<file path="config.mk">
export PLATFORM = sky130hd
export DESIGN_NAME = axi_dma_wr_mo
export DESIGN_NICKNAME = d
export VERILOG_FILES = /design/src/rtl/axi_dma_pkg.sv /design/src/rtl/axi_dma_wr_len_fifo.sv /design/src/rtl/axi_dma_wr_mo.sv
export SDC_FILE = /design/constraint.sdc
export NUM_CORES = 1
export LEC_CHECK = 0
export ABC_AREA = 1
export CORE_ASPECT_RATIO = 1.75
export CORE_MARGIN = 5
export CORE_UTILIZATION = 55
export CTS_CLUSTER_SIZE = 8
export DETAILED_ROUTE_END_ITERATION = 8
export PLACE_DENSITY = 0.86
export SKIP_LAST_GASP = 1
export SLEW_MARGIN = 25
export SYNTH_ARGS = -nofsm -noshare
export SYNTH_HDL_FRONTEND = slang
export SYNTH_SLANG_ARGS = --single-unit
</file>
<file path="constraint.sdc">
create_clock -name clk -period 8.15 [get_ports clk]
set_input_delay 2.0375 -clock clk [delete_from_list [all_inputs] [get_ports clk]]
set_output_delay 2.0375 -clock clk [all_outputs]
set_load 0.01 [all_outputs]
</file>
<file path="src/rtl/axi_dma_pkg.sv">
// Shared encodings and helpers for the AXI write DMA: transfer sizes, response codes,
// burst type, the 4 KB page constant and the top-level FSM state type.
package axi_dma_pkg;

  typedef enum logic [1:0] {
    ST_IDLE = 2'd0,
    ST_RUN  = 2'd1,
    ST_DONE = 2'd2
  } state_t;

  localparam logic [2:0] SIZE_1B  = 3'b000;
  localparam logic [2:0] SIZE_2B  = 3'b001;
  localparam logic [2:0] SIZE_4B  = 3'b010;
  localparam logic [2:0] SIZE_8B  = 3'b011;
  localparam logic [2:0] SIZE_16B = 3'b100;

  localparam logic [1:0] RESP_OKAY   = 2'b00;
  localparam logic [1:0] RESP_EXOKAY = 2'b01;
  localparam logic [1:0] RESP_SLVERR = 2'b10;
  localparam logic [1:0] RESP_DECERR = 2'b11;

  localparam logic [1:0] BURST_INCR = 2'b01;

  localparam int BOUNDARY_4K = 4096;

  // log2 of a power-of-two byte count (bytes per data beat)
  function automatic int bytes_log2(input int bytes);
    int r;
    r = 0;
    for (int i = 0; i < 8; i++) begin
      if ((1 << i) == bytes) r = i;
    end
    return r;
  endfunction

endpackage

</file>
<file path="src/rtl/axi_dma_wr_len_fifo.sv">
// Small show-ahead FIFO holding AWLEN values of bursts whose address has been accepted
// but whose data beats have not all been sent yet.
module axi_dma_wr_len_fifo #(
  parameter int WIDTH = 8,
  parameter int DEPTH = 4
) (
  input  logic             clk,
  input  logic             rst,
  input  logic             i_push,
  input  logic [WIDTH-1:0] i_din,
  input  logic             i_pop,
  output logic [WIDTH-1:0] o_dout,
  output logic             o_full,
  output logic             o_empty
);

  localparam int AW = (DEPTH > 1) ? $clog2(DEPTH) : 1;

  logic [WIDTH-1:0] r_mem [2**AW];
  logic [AW-1:0]    r_wptr;
  logic [AW-1:0]    r_rptr;
  logic [AW:0]      r_count;
  logic             w_push_ok;
  logic             w_pop_ok;

  assign w_push_ok = i_push & ~o_full;
  assign w_pop_ok  = i_pop & ~o_empty;
  assign o_full    = (r_count == (AW+1)'(DEPTH));
  assign o_empty   = (r_count == '0);
  assign o_dout    = r_mem[r_rptr];

  always_ff @(posedge clk or posedge rst) begin
    if (rst) begin
      r_wptr  <= '0;
      r_rptr  <= '0;
      r_count <= '0;
      for (int i = 0; i < 2**AW; i++) r_mem[i] <= '0;
    end else begin
      if (w_push_ok) begin
        r_mem[r_wptr] <= i_din;
        r_wptr        <= r_wptr + 1'b1;
      end
      if (w_pop_ok) r_rptr <= r_rptr + 1'b1;
      case ({w_push_ok, w_pop_ok})
        2'b10:   r_count <= r_count + 1'b1;
        2'b01:   r_count <= r_count - 1'b1;
        default: r_count <= r_count;
      endcase
    end
  end

endmodule

</file>
<file path="src/rtl/axi_dma_wr_mo.sv">
// AXI4 write DMA with decoupled AW/W/B channels: bursts are split at 4 KB pages and
// up to MAX_OUTSTANDING bursts may be awaiting their write response.
module axi_dma_wr_mo
  import axi_dma_pkg::*;
#(
  parameter int AXI_WIDTH_AD    = 32,
  parameter int AXI_WIDTH_DA    = 32,
  parameter int AXI_WIDTH_ID    = 4,
  parameter int OUT_BITS_TRANS  = 18,
  parameter int MAX_BURST       = 256,
  parameter int MAX_OUTSTANDING = 4
) (
  input  logic                      clk,
  input  logic                      rst,
  input  logic                      ap_start,
  input  logic [OUT_BITS_TRANS-1:0] num_trans,
  input  logic [AXI_WIDTH_AD-1:0]   mem_start_addr,
  output logic                      ap_busy,
  output logic                      ap_done,
  output logic                      err_o,
  input  logic [AXI_WIDTH_DA-1:0]   s_data,
  input  logic                      s_valid,
  output logic                      s_ready,
  output logic                      M_AWVALID,
  input  logic                      M_AWREADY,
  output logic [AXI_WIDTH_AD-1:0]   M_AWADDR,
  output logic [AXI_WIDTH_ID-1:0]   M_AWID,
  output logic [7:0]                M_AWLEN,
  output logic [2:0]                M_AWSIZE,
  output logic [1:0]                M_AWBURST,
  output logic                      M_WVALID,
  input  logic                      M_WREADY,
  output logic [AXI_WIDTH_DA-1:0]   M_WDATA,
  output logic [AXI_WIDTH_DA/8-1:0] M_WSTRB,
  output logic                      M_WLAST,
  input  logic                      M_BVALID,
  output logic                      M_BREADY,
  input  logic [1:0]                M_BRESP,
  input  logic [AXI_WIDTH_ID-1:0]   M_BID
);

  localparam int BYTES = AXI_WIDTH_DA / 8;
  localparam int SZ    = bytes_log2(BYTES);
  localparam int CW    = OUT_BITS_TRANS + 1;
  localparam int OW    = $clog2(MAX_OUTSTANDING) + 1;

  state_t                  r_state;
  state_t                  w_next;
  logic [AXI_WIDTH_AD-1:0] r_addr;
  logic [CW-1:0]           r_remain;
  logic [OW-1:0]           r_outstanding;
  logic                    r_awvalid;
  logic [7:0]              r_awlen;
  logic [7:0]              r_wcnt;
  logic                    r_err;

  logic                    w_run;
  logic                    w_start;
  logic [12:0]             w_to_4k;
  logic [CW-1:0]           w_len;
  logic [8:0]              w_beats;
  logic                    w_aw_issue;
  logic                    w_aw_hs;
  logic                    w_w_active;
  logic                    w_w_hs;
  logic                    w_wlast;
  logic                    w_b_hs;
  logic                    w_fifo_full;
  logic                    w_fifo_empty;
  logic [7:0]              w_head;
  logic                    w_unused;

  assign w_unused = ^M_BID;

  // FSM: state register / next state / outputs
  always_ff @(posedge clk or posedge rst) begin
    if (rst) r_state <= ST_IDLE;
    else     r_state <= w_next;
  end

  always_comb begin
    w_next = r_state;
    case (r_state)
      ST_IDLE: if (ap_start) w_next = ST_RUN;
      ST_RUN:  if ((r_remain == '0) && w_fifo_empty && (r_outstanding == '0) && !r_awvalid)
                 w_next = ST_DONE;
      ST_DONE: w_next = ST_IDLE;
      default: w_next = ST_IDLE;
    endcase
  end

  always_comb begin
    ap_busy  = 1'b0;
    ap_done  = 1'b0;
    M_BREADY = 1'b0;
    w_run    = 1'b0;
    case (r_state)
      ST_RUN:  begin ap_busy = 1'b1; M_BREADY = 1'b1; w_run = 1'b1; end
      ST_DONE: begin ap_busy = 1'b1; ap_done = 1'b1; end
      default: ;
    endcase
  end

  assign w_start = (r_state == ST_IDLE) && ap_start;

  // Burst length: limited by remaining beats, MAX_BURST and the next 4 KB page
  assign w_to_4k = (13'(BOUNDARY_4K) - {1'b0, r_addr[11:0]}) >> SZ;

  always_comb begin
    w_len = r_remain;
    if (w_len > CW'(MAX_BURST)) w_len = CW'(MAX_BURST);
    if (w_len > CW'(w_to_4k))   w_len = CW'(w_to_4k);
  end

  assign w_aw_issue = w_run && !r_awvalid && (r_remain != '0) &&
                      (r_outstanding < OW'(MAX_OUTSTANDING)) && !w_fifo_full;
  assign w_aw_hs    = r_awvalid && M_AWREADY;
  assign w_beats    = {1'b0, r_awlen} + 9'd1;
  assign w_b_hs     = M_BVALID && M_BREADY;

  always_ff @(posedge clk or posedge rst) begin
    if (rst) begin
      r_addr        <= '0;
      r_remain      <= '0;
      r_outstanding <= '0;
      r_awvalid     <= 1'b0;
      r_awlen       <= '0;
      r_err         <= 1'b0;
    end else begin
      if (w_start) begin
        r_addr   <= mem_start_addr & ~AXI_WIDTH_AD'(BYTES - 1);
        r_remain <= {1'b0, num_trans};
        r_err    <= 1'b0;
      end else if (w_b_hs && (M_BRESP != RESP_OKAY)) begin
        r_err <= 1'b1;
      end
      if (w_aw_issue) begin
        r_awvalid <= 1'b1;
        r_awlen   <= 8'(w_len - CW'(1));
      end else if (w_aw_hs) begin
        r_awvalid <= 1'b0;
        r_addr    <= r_addr + (AXI_WIDTH_AD'(w_beats) << SZ);
        r_remain  <= r_remain - CW'(w_beats);
      end
      case ({w_aw_hs, w_b_hs})
        2'b10:   r_outstanding <= r_outstanding + 1'b1;
        2'b01:   r_outstanding <= r_outstanding - 1'b1;
        default: r_outstanding <= r_outstanding;
      endcase
    end
  end

  axi_dma_wr_len_fifo #(
    .WIDTH (8),
    .DEPTH (MAX_OUTSTANDING)
  ) u_len_fifo (
    .clk     (clk),
    .rst     (rst),
    .i_push  (w_aw_hs),
    .i_din   (r_awlen),
    .i_pop   (w_w_hs && w_wlast),
    .o_dout  (w_head),
    .o_full  (w_fifo_full),
    .o_empty (w_fifo_empty)
  );

  // The FIFO head is the length of the burst being streamed; it pops on WLAST
  assign w_w_active = !w_fifo_empty;
  assign w_wlast    = w_w_active && (r_wcnt == w_head);
  assign w_w_hs     = M_WVALID && M_WREADY;

  always_ff @(posedge clk or posedge rst) begin
    if (rst) begin
      r_wcnt <= '0;
    end else if (w_w_hs) begin
      r_wcnt <= w_wlast ? 8'd0 : r_wcnt + 8'd1;
    end
  end

  assign M_WVALID  = s_valid && w_w_active;
  assign s_ready   = M_WREADY && w_w_active;
  assign M_WDATA   = w_w_active ? s_data : '0;
  assign M_WLAST   = w_wlast;
  assign M_WSTRB   = '1;
  assign M_AWVALID = r_awvalid;
  assign M_AWADDR  = r_addr;
  assign M_AWLEN   = r_awlen;
  assign M_AWID    = '0;
  assign M_AWSIZE  = 3'(SZ);
  assign M_AWBURST = BURST_INCR;
  assign err_o     = r_err;

endmodule

</file>
==> results.cfg <==
[run_status]
outcome = finished clean

[setup_path]
cp-start-kind = input pin
worstSetupPathType = in2out
reg2reg_to = M_AWLEN[2]
cp_slowest_cell = clkdlybuf4s50_1
required_ns = 6.11
path_max_fanout = 1
reg2reg_depth = 25
critPathMaxStageDelay_ns = 0.57
reg2reg_slack_ns = 4.45
r2r-start = M_AWADDR[0]
crit_arrival_ns = 3.26
path_cells = clkdlybuf4s50_1 -> inv_1 -> nor2_1 -> clkdlybuf4s50_1
cp-end-kind = output port
crit_path_frequent_cell = clkdlybuf4s50_1

[placement]
hpwlAfterDp_mm = 17.87
io_buffer_count = 168
preCtsSetupSlack_ns = 2.866
place_congestion = 0.9627

[floorplanning]
num_rows = 59
ios = 188
core_region_area_mm2 = 0.01476
die_w_um = 102.4
start_util_pct = 55.69
die_h_um = 171.7
die_area_mm2 = 0.01759

[clock_network]
cts_setup_buffers = 0
htree_levels = 4
clock-sinks = 113
cts-root-buf = clkbuf_16
cts_buffer_depth = 2
path_clk_slew_ns = 0.06
clk_latency_ns = 0.42
cts_buffers = 17
cts_repair_resize_count = 0
cts_tree = done
ctsHoldBuffers = 0

[finish]
final_net_count = 1514
final_cell_mix = 416 x nand2_1, 168 x clkdlybuf4s50_1, 162 x inv_1, 113 x dfrtp_1, 105 x nor2_1
final_util_pct = 71.54
layout_commonest_cell = nand2_1
antenna_cells = 0
drive_above_1_share_pct = 4.113
syn2layout_area_growth_pct = 28.47

[synth]
synth-seq-cells = 113
synth_edf_count = 0
ys_seq_area_share_pct = 34.39
ys.flop_type = dfrtp_1
synth_area_leaders = dfrtp_1 34%, nand2_1 19%, inv_1 7.5%
ys_warn_count = 0
synth_cell_types = 39
syn_inst = 1214
synth_top_area_cell = dfrtp_1
syn_area_mm2 = 0.008222
avgSynthCellArea_um2 = 6.772
synthArstFlopShare_pct = 100.0
yosysTopAreaCellShare_pct = 34.39

[sta]
max_slew_margin_pct = 42.94
fin_ws_ns = 2.857
fmax_ghz = 0.1889
finalHoldViolCount = 0
min_period_ns = 5.293
clock_skew_ns = 0.01469
grt_setup_unrepaired = false
fin_crit_sh_pct = 64.94
slew_viol_final = 0
tightest_slew_ns = 0.8559
setup-violations-final = 0
fin_setup_tns_ns = 0

[min_path]
hp-class = reg2reg
hold_start = u_len_fifo.r_mem[18]
worstHoldEndpoint = u_len_fifo.r_mem[18]
whs_path_depth = 2

[power_and_ir_drop]
cellLeakagePower_nw = 5.434
p_per_area_mw_per_mm2 = 388.5
total_power_mw = 4.104
ir_drop_uv = 209.5

[drt]
avgViaCountPerCell = 5.321
via_count = 8348
drc = 0
drt-initial-drc-count = 380
routed_wl_mm = 24.15
post_drt_wl_per_cell_um = 15.39
ant_nets = 0
firstDrtPassIters = 6

[flow_run]
cap_violations = 0

[global_route]
grt_use_total_pct = 27.80
antenna_found_initial = 0
grt_pass1_vias = 8397
overflow = 0
grt_pass1_wl_mm = 38.62
grt_max_degree = 76
==> flip-flops by register name, summed over array words and instances (netlist names) <==
signal              count
u_len_fifo.r_rptr       2
u_len_fifo.r_mem       32
M_AWADDR               32
r_state                 2
err_o                   1
M_AWVALID               1
r_outstanding           3
M_AWLEN                 8
r_wcnt                  8
r_remain               19
u_len_fifo.r_wptr       2
u_len_fifo.r_count      3
==> routing by layer <==
layer / global-route usage [%] / up-vias / routed length (um)
li1: - / 4090 / -
met1: 29.80 / 3840 / 8540
met2: 51.63 / 331 / 13210
met3: 4.099 / 87 / 1280
met4: 13.76 / 0 / 1119
met5: 0 / - / 0
==> logic make-up after synthesis <==
| logic type | count (synthesis) | synth area share [%] |
|---|---|---|
| other | 2 | 0.09134 |
| xor gates and xnor gates | 57 | 6.072 |
| muxes | 1 | 0.1218 |
| AOI/OAI and AO/OA | 159 | 10.44 |
| DFF | 113 | 34.39 |
| buffers and inverters | 211 | 10.53 |
| and+or+nand+nor | 625 | 30.98 |
| adders and majority gates | 46 | 7.366 |
==> per-stage QoR <==
stage	instance area (um2)	hold WS [ns]	std cells
after floorplan	8270	0.4465	1227
after global placement	9972	0.4625	1537
after detailed placement	9975	0.4722	1537
after CTS	10560	0.4831	1569
after global routing	10560	0.5031	1569
final	10560	0.4863	1569
==> report_power, final <==
group	switching, mW	internal (mW)
sequential	0.286	0.809
combinational	1.32	0.943
clock	0.291	0.452
total	1.90	2.20
==> final cells by class <==
class	count	area [um2]
fillers	1194	4202
multi-input cells	903	4582
flip-flops and latches	113	2828
inverters	167	634.4
clock buffers	17	425.4
repair buffers	171	1704
well taps	183	229.0
clock inverters	15	160.2
==> worst max path at each step <==
stage              start           to  slack (ns)  cells past startpoint
3_3_place_gp   s_data[1]   M_WDATA[1]        2.87                      4
2_1_floorplan        rst  M_AWADDR[0]        3.13                      1
6_report       s_data[1]   M_WDATA[1]        2.86                      4
5_1_grt        s_data[1]   M_WDATA[1]        2.77                      4
4_1_cts        s_data[1]   M_WDATA[1]        2.86                      4
3_5_place_dp   s_data[1]   M_WDATA[1]        2.87                      4
==> cell usage after synthesis, types with 2 or more instances <==
cell type / count
nor2_4: 2
xnor2_1: 13
o21bai_1: 5
inv_1: 164
buf_4: 15
ha_1: 42
a211oi_1: 3
a31oi_1: 8
dfrtp_1: 113
nor4_1: 2
nand4_1: 15
a21o_1: 9
xor2_1: 44
clkbuf_1: 25
buf_1: 2
nor2_1: 105
conb_1: 2
nand2_2: 5
buf_6: 2
fa_1: 4
a21oi_1: 31
o21ai_0: 98
nand2_1: 418
nor3_1: 11
a21boi_0: 2
nor2_2: 6
nand3_1: 56
==> worst max-delay path: cells and delay by family <==
| family | cells | cell delay, ns |
|---|---|---|
| and+or+nand+nor | 1 | 0.14 |
| buffers and inverters | 3 | 1.07 |
Power figures use the tool's default switching activity.
